[src/rtl/spi_pkg.sv]
// Shared SPI definitions: engine state encoding and widths common with the register block.
package spi_pkg;

  localparam int SPI_DATA_W = 32;
  localparam int SPI_N_CS   = 4;

  typedef enum logic [2:0] {
    IDLE  = 3'd0,
    SETUP = 3'd1,
    SHIFT = 3'd2,
    HOLD  = 3'd3,
    DONE  = 3'd4
  } state_t;

endpackage

[src/rtl/spi_clk_div.sv]
// Half-period tick generator: one-cycle tick every CLK_DIV cycles while enabled.
module spi_clk_div #(
  parameter int CLK_DIV = 4
) (
  input  logic clk_i,
  input  logic reset_i,
  input  logic en,
  output logic tick
);

  localparam logic [7:0] RELOAD = 8'(CLK_DIV - 1);

  logic [7:0] count;

  assign tick = en && (count == 8'd0);

  // Held at the reload value while disabled so the first tick lands CLK_DIV cycles after enable.
  always_ff @(posedge clk_i or posedge reset_i) begin
    if (reset_i) begin
      count <= RELOAD;
    end else if (!en || count == 8'd0) begin
      count <= RELOAD;
    end else begin
      count <= count - 8'd1;
    end
  end

endmodule

[src/rtl/spi_master_engine.sv]
// SPI mode-0 master: one MSB-first DATA_W-bit transfer per rising edge of start_i,
// with one of N_CS active-low chip selects asserted for the whole transfer.
module spi_master_engine
  import spi_pkg::*;
#(
  parameter int CLK_DIV = 4,
  parameter int DATA_W  = SPI_DATA_W,
  parameter int N_CS    = SPI_N_CS
) (
  input  logic                    clk_i,
  input  logic                    reset_i,
  input  logic [DATA_W-1:0]       dat_i,
  input  logic                    start_i,
  input  logic [$clog2(N_CS)-1:0] sel_i,
  output logic [DATA_W-1:0]       dat_o,
  output logic                    done_o,
  output logic                    busy_o,
  output logic                    sclk_o,
  output logic                    mosi_o,
  input  logic                    miso_i,
  output logic [N_CS-1:0]         cs_n_o
);

  localparam logic [5:0] LAST_BIT = 6'(DATA_W - 1);
  localparam logic [5:0] ALL_BITS = 6'(DATA_W);

  state_t            state;
  logic              start_reg;
  logic              start_prev;
  logic [DATA_W-1:0] tx_sr;
  logic [DATA_W-1:0] rx_sr;
  logic [5:0]        bit_cnt;
  logic              div_en;
  logic              tick;

  assign div_en = (state == SETUP) || (state == SHIFT) || (state == HOLD);
  assign mosi_o = tx_sr[DATA_W-1];

  spi_clk_div #(
    .CLK_DIV(CLK_DIV)
  ) u_clk_div (
    .clk_i  (clk_i),
    .reset_i(reset_i),
    .en     (div_en),
    .tick   (tick)
  );

  always_ff @(posedge clk_i or posedge reset_i) begin
    if (reset_i) begin
      state      <= IDLE;
      start_reg  <= 1'b0;
      start_prev <= 1'b0;
      tx_sr      <= '0;
      rx_sr      <= '0;
      bit_cnt    <= '0;
      dat_o      <= '0;
      done_o     <= 1'b0;
      busy_o     <= 1'b0;
      sclk_o     <= 1'b0;
      cs_n_o     <= '1;
    end else begin
      start_reg  <= start_i;
      start_prev <= start_reg;
      case (state)
        IDLE: begin
          if (start_reg && !start_prev) begin
            tx_sr   <= dat_i;
            bit_cnt <= '0;
            cs_n_o  <= ~(N_CS'(1) << sel_i);
            busy_o  <= 1'b1;
            state   <= SETUP;
          end
        end
        SETUP: begin
          // The setup period ends on the first SCLK rise.
          if (tick) begin
            sclk_o <= 1'b1;
            rx_sr  <= {rx_sr[DATA_W-2:0], miso_i};
            state  <= SHIFT;
          end
        end
        SHIFT: begin
          if (tick) begin
            if (sclk_o) begin
              sclk_o  <= 1'b0;
              bit_cnt <= bit_cnt + 6'd1;
              if (bit_cnt != LAST_BIT) begin
                tx_sr <= tx_sr << 1;
              end
            end else if (bit_cnt == ALL_BITS) begin
              // Trailing low half of the final SCLK period has elapsed.
              state <= HOLD;
            end else begin
              sclk_o <= 1'b1;
              rx_sr  <= {rx_sr[DATA_W-2:0], miso_i};
            end
          end
        end
        HOLD: begin
          if (tick) begin
            cs_n_o <= '1;
            dat_o  <= rx_sr;
            done_o <= 1'b1;
            busy_o <= 1'b0;
            state  <= DONE;
          end
        end
        DONE: begin
          if (!start_reg) begin
            done_o <= 1'b0;
            state  <= IDLE;
          end
        end
        default: state <= IDLE;
      endcase
    end
  end

endmodule

[config.mk]
export PLATFORM = sky130hd
export DESIGN_NAME = spi_master_engine
export DESIGN_NICKNAME = d
export VERILOG_FILES = /design/src/rtl/spi_pkg.sv /design/src/rtl/spi_clk_div.sv /design/src/rtl/spi_master_engine.sv
export SDC_FILE = /design/constraint.sdc
export NUM_CORES = 1
export LEC_CHECK = 0
export CAP_MARGIN = 20
export CORE_ASPECT_RATIO = 1.25
export CORE_MARGIN = 3
export CORE_UTILIZATION = 35
export DETAILED_ROUTE_END_ITERATION = 8
export GPL_ROUTABILITY_DRIVEN = 0
export PLACE_DENSITY = 0.64
export SLEW_MARGIN = 20
export SYNTH_ARGS = -nofsm -noshare
export SYNTH_HDL_FRONTEND = slang
export SYNTH_HIERARCHICAL = 1
export SYNTH_SLANG_ARGS = --single-unit
[constraint.sdc]
create_clock -name clk_i -period 9.8 [get_ports clk_i]
set_input_delay 2.45 -clock clk_i [delete_from_list [all_inputs] [get_ports clk_i]]
set_output_delay 2.45 -clock clk_i [all_outputs]
set_load 0.02 [all_outputs]
==> run summary, run 1 <==
yosys synthesis warning count = 6
drt initial violations = 92
Max Slew Vio Count = 0
Detail Route Antenna Nets = 0
ys async rst share = 1.00
Top Registers = dat_o x32, rx_sr x32, tx_sr x32
# port buffers = 77
Sink Count = 122
Hold Path Class = reg2reg
Leak Pwr = 3.08 nW
Post-synth top cells = 125 x mux2_2, 116 x dfrtp_1, 20 x nand2_1, 10 x inv_1, 10 x o21ai_0
slowest CP cell = clkdlybuf4s50_1
share of the synthesized area in the top cell type = 0.551
die span in y = 143 um
Layout Nets = 506
Clock Skews = 0.0105 ns
Cells after Synth = 380
first-pass GRT wire length = 16.8 mm
setup TNS = 0 ns
Die ar. = 0.0166 sq mm
Crit Path Max Fanout = 2
final period utilization = 0.408
Final Hold Violating Endpoints = 0
Worst setup EP type = primary output
critical path, cell by cell = clkdlybuf4s50_1
core box area = 0.0146 sq mm
Finished Layout Cells = 655
WS Path Type = reg2out
Internal = 1.23 mW
largest net degree at the start of global routing = 65
worst skew pair latency = 0.41 ns
count of cell types in the netlist = 46
CTS tree = yes
PwrDens = 247 mW/mm^2
share of cells above drive strength 1 = 0.367
Setup violations, final = 0
Synth area leaders = dfrtp_1 55%, mux2_2 27%, dfstp_2 3.0%, nand2_1 1.4%, ha_1 0.95%
net switching power = 0.463 mW
Slew HR = 0.414
placed insts = 622
fmax = 0.250 GHz
Setup crit start kind = register
Reg power frac = 0.412
syn_nets = 422
Starting Density = 0.361
Residual DRC = 0
crit-path leading delay family = buffers and inverters
detail-routed via count per cell = 4.93
global route total overflow = 0
register area share after synthesis = 0.581
status = complete, no violations
slew at the pin closest to its max-slew limit = 0.875 ns
Num CTS Buffers = 17
cts repair resizes = 0
max-capacitance violation count = 0
Clk pin slew, worst setup/hold paths = 0.06 ns
routed wire length = 10.0 mm
drt first pass iters = 4
post-synth top area cell = dfrtp_1
Synth Area per Inst = 13.9 sq um
Critical Path AT = 1.55 ns
Area Overhead vs Synth = 30.0%
GRT Total Usage = 0.129
vias in the first global route = 3,437
worst endpoint required time = 7.35 ns
clock network power share = 0.362
DPL Wire Length = 6.52 mm
Sw Share = 0.274
Root Buffer = clkbuf_16
Max VDD drop = 0.103 mV
Setup Buffers After CTS = 0
number of synthesized flops with an enable pin = 0
Seq cells post-synth = 122
DR WL/cell = 15.3 um
combinational share of power = 0.226
routed vias = 3,226
H-tree depth = 4
Die W = 116 um
crit-path max cell delay = 0.61 ns
row count = 49
# IOs = 78
# diodes = 0
Longest Clk Path Bufs = 2
most common cell in the netlist = mux2_2
hold-fix buffer count after cts = 0
dominant synthesized flop cell = dfrtp_1
Tmin final = 4.00 ns
initial antenna violation count = 0
RSZ-0062 raised after global routing = no
synthesized area = 0.00527 sq mm
Buf/Inv on CP = 1
==> layout by cell type (no fill, tap or decap), types with 2 or more instances in the layout <==
cell,netlist,layout
bufinv_16,0,2
clkbuf_8,0,3
clkinvlp_4,0,5
nand2_1,20,19
nor2b_1,2,2
clkbuf_1,8,2
o32a_1,4,4
clkdlybuf4s50_1,0,77
o21ai_0,10,10
mux2_2,125,125
clkinv_2,0,2
ha_1,4,4
dfrtp_1,116,116
buf_4,3,3
clkbuf_16,0,17
or3_1,2,2
nand2b_1,5,5
dfstp_2,6,6
nor3_1,5,5
a21oi_1,7,7
o21a_1,2,2
nor2_1,8,8
mux2i_1,3,3
nand3_1,6,6
nand3b_1,4,4
inv_1,10,9
==> layout make-up <==
type | instances | area [sq um]
repair buffers | 81 | 821
multi-input cells | 232 | 2110
clock buffers | 22 | 474
flip-flops and latches | 122 | 3060
well taps | 178 | 223
clock inverters | 10 | 116
inverters | 10 | 40.0
fillers | 1306 | 7740
==> per-layer routing <==
layer	part of all wire	global-route usage	vias up
li1	-	-	1528
met1	0.44	0.156	1619
met2	0.50	0.210	67
met3	0.041	0.0424	12
met4	0.016	0.0538	0
met5	0	0	-
==> through the flow <==
step,utilization,setup slack (ns),instance area [sq um],hold WS (ns),total power [mW]
after global placement,0.427,5.56,6230,0.437,1.07
final,0.469,5.80,6850,0.452,1.69
after detailed placement,0.427,5.51,6230,0.439,1.09
after CTS,0.467,5.79,6820,0.451,1.71
after floorplan,-,4.34,5270,0.398,0.975
after global routing,0.469,5.75,6850,0.457,1.78
==> power groups by stage <==
| stage | clock, mW | sequential [mW] | combinational (mW) |
|---|---|---|---|
| after global placement | 0 | 0.697 | 0.370 |
| after detailed placement | 0 | 0.704 | 0.384 |
| after global routing | 0.653 | 0.713 | 0.419 |
| after floorplan | 0 | 0.690 | 0.285 |
| after CTS | 0.628 | 0.696 | 0.385 |
| final | 0.612 | 0.696 | 0.382 |
==> kinds of logic after synthesis <==
family	Yosys count	synth area share
flip-flops	122	0.581
adder cells (fa/ha/maj)	4	0.00950
XOR/XNOR	2	0.00333
buffers and inverters	26	0.0218
multiplexers	129	0.275
AO/OA/AOI/OAI	34	0.0463
AND/OR/NAND/NOR	63	0.0632
==> path summary, 6_finish.rpt <==
check                                                   from                            to  slack [ns]  cells past startpoint
max in group asynchronous                            reset_i         tx_sr[19]$_DFFE_PP0P_        6.04                      3
min in group asynchronous                            reset_i  u_clk_div/count[3]$_DFF_PP0_        2.40                      2
worst max register to register          state[0]$_DFFE_PP0P_         tx_sr[25]$_DFFE_PP0P_        6.64                      8
worst min register to register  u_clk_div/count[0]$_DFF_PP1_  u_clk_div/count[0]$_DFF_PP1_        0.45                      1
worst min-delay path            u_clk_div/count[0]$_DFF_PP1_  u_clk_div/count[0]$_DFF_PP1_        0.45                      1
worst max-delay path                   cs_n_o[1]$_DFFE_PP1P_                     cs_n_o[1]        5.80                      1
No activity file was read; power rests on OpenSTA's default activity.
==> run 2: changes to the inputs <==
--- a/config.mk
+++ b/config.mk
@@ -11,7 +11,7 @@
 export CORE_UTILIZATION = 35
 export DETAILED_ROUTE_END_ITERATION = 8
 export GPL_ROUTABILITY_DRIVEN = 0
-export PLACE_DENSITY = 0.64
+export PLACE_DENSITY = 0.66
 export SLEW_MARGIN = 20
 export SYNTH_ARGS = -nofsm -noshare
 export SYNTH_HDL_FRONTEND = slang
==> constraint.sdc (replaced) <==
create_clock -name clk_i -period 3.55 [get_ports clk_i]
set_input_delay 0.8875 -clock clk_i [delete_from_list [all_inputs] [get_ports clk_i]]
set_output_delay 0.8875 -clock clk_i [all_outputs]
set_load 0.02 [all_outputs]
==> run 2 against run 1 <==
Against the previous run: die area is the same; critical path depth grew 6; sequential power grew to 2.8 times the previous value; first-iteration DRC count shrank 3.3%; clock skew shrank 0.0017 ns; via count grew 0.96%; hold slack gained 0.0033 ns; largest power group unchanged; highest routed layer unchanged.
==> run summary, run 2 (synthesis results as in run 1) <==
status = complete, no violations
Critical Path AT = 3.15 ns
Detail Route Antenna Nets = 0
Setup violations, final = 0
Root Buffer = clkbuf_16
PwrDens = 701 mW/mm^2
CTS tree = yes
Worst setup EP type = register
fin worst setup slack = 0.689 ns
hold slack = 0.455 ns
drt initial violations = 89
largest net degree at the start of global routing = 58
share of cells above drive strength 1 = 0.368
setup TNS = 0 ns
Num CTS Buffers = 17
Residual DRC = 0
core box area = 0.0146 sq mm
die span in y = 143 um
worst skew pair latency = 0.41 ns
global route total overflow = 0
max-capacitance violation count = 0
Starting Density = 0.361
first-pass GRT wire length = 16.7 mm
Max VDD drop = 0.266 mV
Longest Clk Path Bufs = 2
Crit Path Max Fanout = 32
WS Path Type = reg2reg
Max Slew Vio Count = 0
cts repair resizes = 0
detail-routed via count per cell = 4.96
Final Hold Violating Endpoints = 0
Finished Layout Cells = 656
Setup crit start kind = register
slew at the pin closest to its max-slew limit = 0.605 ns
RSZ-0062 raised after global routing = no
Leak Pwr = 3.14 nW
Layout Nets = 509
Clock Skews = 0.00880 ns
Top Registers = dat_o x32, rx_sr x32, tx_sr x32
vias in the first global route = 3,479
row count = 49
hold-fix buffer count after cts = 0
DPL Wire Length = 6.76 mm
Filler cells = 1,309
Die W = 116 um
routed vias = 3,257
worst endpoint required time = 3.84 ns
routed wire length = 9.92 mm
fmax = 0.349 GHz
drt first pass iters = 4
Area Overhead vs Synth = 31.7%
# diodes = 0
Tmin final = 2.86 ns
Hold Path Class = reg2reg
initial antenna violation count = 0
# port buffers = 77
H-tree depth = 4
fin util = 0.476
most common cell after layout, fill and taps aside = mux2_2
Clk pin slew, worst setup/hold paths = 0.05 ns
Die ar. = 0.0166 sq mm
most frequent cells in the layout = 125 x mux2_2, 116 x dfrtp_1, 77 x clkdlybuf4s50_1
final period utilization = 0.806
DR WL/cell = 15.1 um
Place WS = 0.703 ns
# IOs = 78
placed insts = 625
Slew HR = 0.597
Sink Count = 122
GRT Total Usage = 0.129
Setup Buffers After CTS = 0
==> run 2: area by class of cell <==
type,instances,area (sq um),share of cell area
Timing Repair Buffer,84,856,0.123
Tap cell,178,223,0.0321
Clock inverter,8,165,0.0238
Sequential cell,122,3060,0.441
Multi-Input combinational cell,232,2110,0.304
Inverter,10,41.3,0.00595
Clock buffer,22,484,0.0698
==> run 2: final timing paths <==
kind | startpoint | to | slack, ns | depth (start not counted)
max | u_clk_div/count[3]$_DFF_PP0_ | tx_sr[2]$_DFFE_PP0P_ | 0.69 | 7
min | start_reg$_DFF_PP0_ | start_prev$_DFF_PP0_ | 0.46 | 0
max reg2reg | u_clk_div/count[3]$_DFF_PP0_ | tx_sr[2]$_DFFE_PP0P_ | 0.69 | 7
min reg2reg | start_reg$_DFF_PP0_ | start_prev$_DFF_PP0_ | 0.46 | 0
max in group asynchronous | reset_i | rx_sr[4]$_DFFE_PP0P_ | 1.82 | 3
min in group asynchronous | reset_i | u_clk_div/count[3]$_DFF_PP0_ | 0.85 | 2
==> run 2: critical path, cell delays in order, from the launching register on <==
cell,delay (ns)
dfrtp_1,0.42
nor4_1,0.53
and3_1,0.35
nand2_1,0.13
a211o_1,0.42
nor2_2,0.13
buf_4,0.37
mux2_2,0.39
==> run 2: per-stage QoR <==
| step | total power [mW] | cell area, sq um |
|---|---|---|
| finish | 4.87 | 6940 |
| CTS | 4.93 | 6910 |
| global route | 5.13 | 6940 |
| global placement | 2.95 | 6260 |
| floorplan | 2.69 | 5270 |
| detailed placement | 3.01 | 6260 |
==> run 2: power breakdown <==
| group | leakage (nW) | switching [mW] | internal [mW] |
|---|---|---|---|
| Sequential | 1.59 | 0.209 | 1.71 |
| Combinational | 1.23 | 0.462 | 0.601 |
| Clock | 0.322 | 0.576 | 1.31 |
==> run 2: routing by layer <==
layer  vias up  GRT usage  wire, um
li1       1538          -         -
met1      1649      0.152      4110
met2        58      0.214      5170
met3        12     0.0411       441
met4         0     0.0605       197
met5         -          0         0
==> run 3: changes to the inputs <==
==> constraint.sdc (replaced) <==
create_clock -name clk_i -period 2.4 [get_ports clk_i]
set_input_delay 0.6 -clock clk_i [delete_from_list [all_inputs] [get_ports clk_i]]
set_output_delay 0.6 -clock clk_i [all_outputs]
set_load 0.02 [all_outputs]
==> run 3 against run 2 <==
Against the previous run: setup slack worse by 0.59 ns; clock skew grew 0.0069 ns; clock-buffer cell count shrank 1; critical endpoint is now tx_sr[25]$_DFFE_PP0P_; final area up 3.8%; wire length increased by 6.2%; sequential power is 46% higher; critical path depth up 1; sequential cell count unchanged; highest routed layer unchanged; critical path type unchanged; global-route usage rose by 0.63 points; power up 54%; die area did not move.
==> run summary, run 3 (synthesis results as in run 1) <==
status = complete, no violations
drt first pass iters = 4
most frequent cells in the layout = 125 x mux2_2, 116 x dfrtp_1, 77 x clkdlybuf4s50_1
routed wire length = 10.5 mm
Final Hold Violating Endpoints = 0
placed insts = 635
Num CTS Buffers = 17
Max VDD drop = 0.807 mV
largest net degree at the start of global routing = 115
Critical Path AT = 2.59 ns
final period utilization = 0.957
die span in y = 143 um
Residual DRC = 0
Starting Density = 0.361
Crit Path Max Fanout = 7
Hold Path Class = reg2reg
Root Buffer = clkbuf_16
Finished Layout Cells = 674
Clock Skews = 0.0157 ns
row count = 49
RSZ-0062 raised after global routing = no
hold-fix buffer count after cts = 0
Design Area, Final = 0.00720 sq mm
# diodes = 0
DPL Wire Length = 6.70 mm
drt initial violations = 59
Placement Cell Area = 0.00641 sq mm
Setup crit start kind = register
Setup violations, final = 0
Longest Clk Path Bufs = 2
WS Path Type = reg2reg
Max Slew Vio Count = 0
Worst setup EP type = register
routed vias = 3,374
Overall Power = 7.50 mW
H-tree depth = 4
Area Overhead vs Synth = 36.7%
Slew HR = 0.587
Clk pin slew, worst setup/hold paths = 0.05 ns
worst endpoint required time = 2.69 ns
fmax = 0.435 GHz
# IOs = 78
Sink Count = 122
first-pass GRT wire length = 17.7 mm
hold slack = 0.464 ns
DR WL/cell = 15.6 um
vias in the first global route = 3,650
global route total overflow = 0
Tmin final = 2.30 ns
worst skew pair latency = 0.42 ns
core box area = 0.0146 sq mm
share of cells above drive strength 1 = 0.407
Top Registers = dat_o x32, rx_sr x32, tx_sr x32
slew at the pin closest to its max-slew limit = 0.620 ns
Detail Route Antenna Nets = 0
Die ar. = 0.0166 sq mm
Die W = 116 um
most common cell after layout, fill and taps aside = mux2_2
initial antenna violation count = 0
detail-routed via count per cell = 5.01
Leak Pwr = 3.24 nW
# port buffers = 77
GRT Total Usage = 0.135
CTS tree = yes
PwrDens = 1040 mW/mm^2
max-capacitance violation count = 0
Layout Nets = 525
## run 3: worst paths after layout
path / from / to / slack (ns) / cells past startpoint
setup / recovery: u_clk_div/count[4]$_DFF_PP0_ / tx_sr[25]$_DFFE_PP0P_ / 0.10 / 8
hold / removal: u_clk_div/count[0]$_DFF_PP1_ / u_clk_div/count[0]$_DFF_PP1_ / 0.46 / 1
setup reg to reg: u_clk_div/count[4]$_DFF_PP0_ / tx_sr[25]$_DFFE_PP0P_ / 0.10 / 8
hold reg to reg: u_clk_div/count[0]$_DFF_PP1_ / u_clk_div/count[0]$_DFF_PP1_ / 0.46 / 1
max in group asynchronous: reset_i / tx_sr[2]$_DFFE_PP0P_ / 1.20 / 3
min in group asynchronous: reset_i / u_clk_div/count[4]$_DFF_PP0_ / 0.53 / 2
## run 3: power breakdown
| part | internal (mW) | leakage [nW] | switching, mW | total (mW) |
|---|---|---|---|---|
| registers | 2.53 | 1.59 | 0.269 | 2.80 |
| logic | 1.07 | 1.35 | 0.819 | 1.89 |
| clock network | 1.90 | 0.310 | 0.916 | 2.81 |
## run 3: area by class of cell
class,instances,area (sq um)
sequential,122,3060
timing repair buffer,100,1050
fill,1285,7390
tap,178,223
multi-input combinational,232,2170
inverter,10,41.3
clock buffer,21,460
clock inverter,11,191
## run 3: routing by layer
| layer | wire [um] | global-route usage | part of all wire |
|---|---|---|---|
| met1 | 4320 | 0.160 | 0.41 |
| met2 | 5310 | 0.216 | 0.50 |
| met3 | 784 | 0.0585 | 0.074 |
| met4 | 116 | 0.0562 | 0.011 |
| met5 | 0 | 0 | 0 |
## run 3: timing repair
| item | 4_1_cts | 5_1_grt |
|---|---|---|
| pin swaps | 0 | 4 |
| cloned | 0 | 3 |
| endpoints found under the setup margin | 10 | 29 |
| setup buffers | 0 | 4 |
| resized for setup | 2 | 10 |
## run 3: critical path: stages (launching register included)
cell	delay (ns)
dfrtp_1	0.42
nor4_4	0.31
and3_4	0.23
nand2_2	0.08
a211o_4	0.38
nor2_4	0.13
buf_6	0.15
clkbuf_16	0.15
mux2_2	0.32
## run 3: per-stage QoR
| step | setup slack [ns] | setup TNS, ns | util |
|---|---|---|---|
| 2_1_floorplan | 0.0357 | 0 | - |
| 6_report | 0.104 | 0 | 0.494 |
| 3_5_place_dp | -0.00274 | -0.00274 | 0.439 |
| 4_1_cts | 0.0775 | 0 | 0.485 |
| 3_3_place_gp | 0.0632 | 0 | 0.439 |
| 5_1_grt | 0.00690 | 0 | 0.494 |
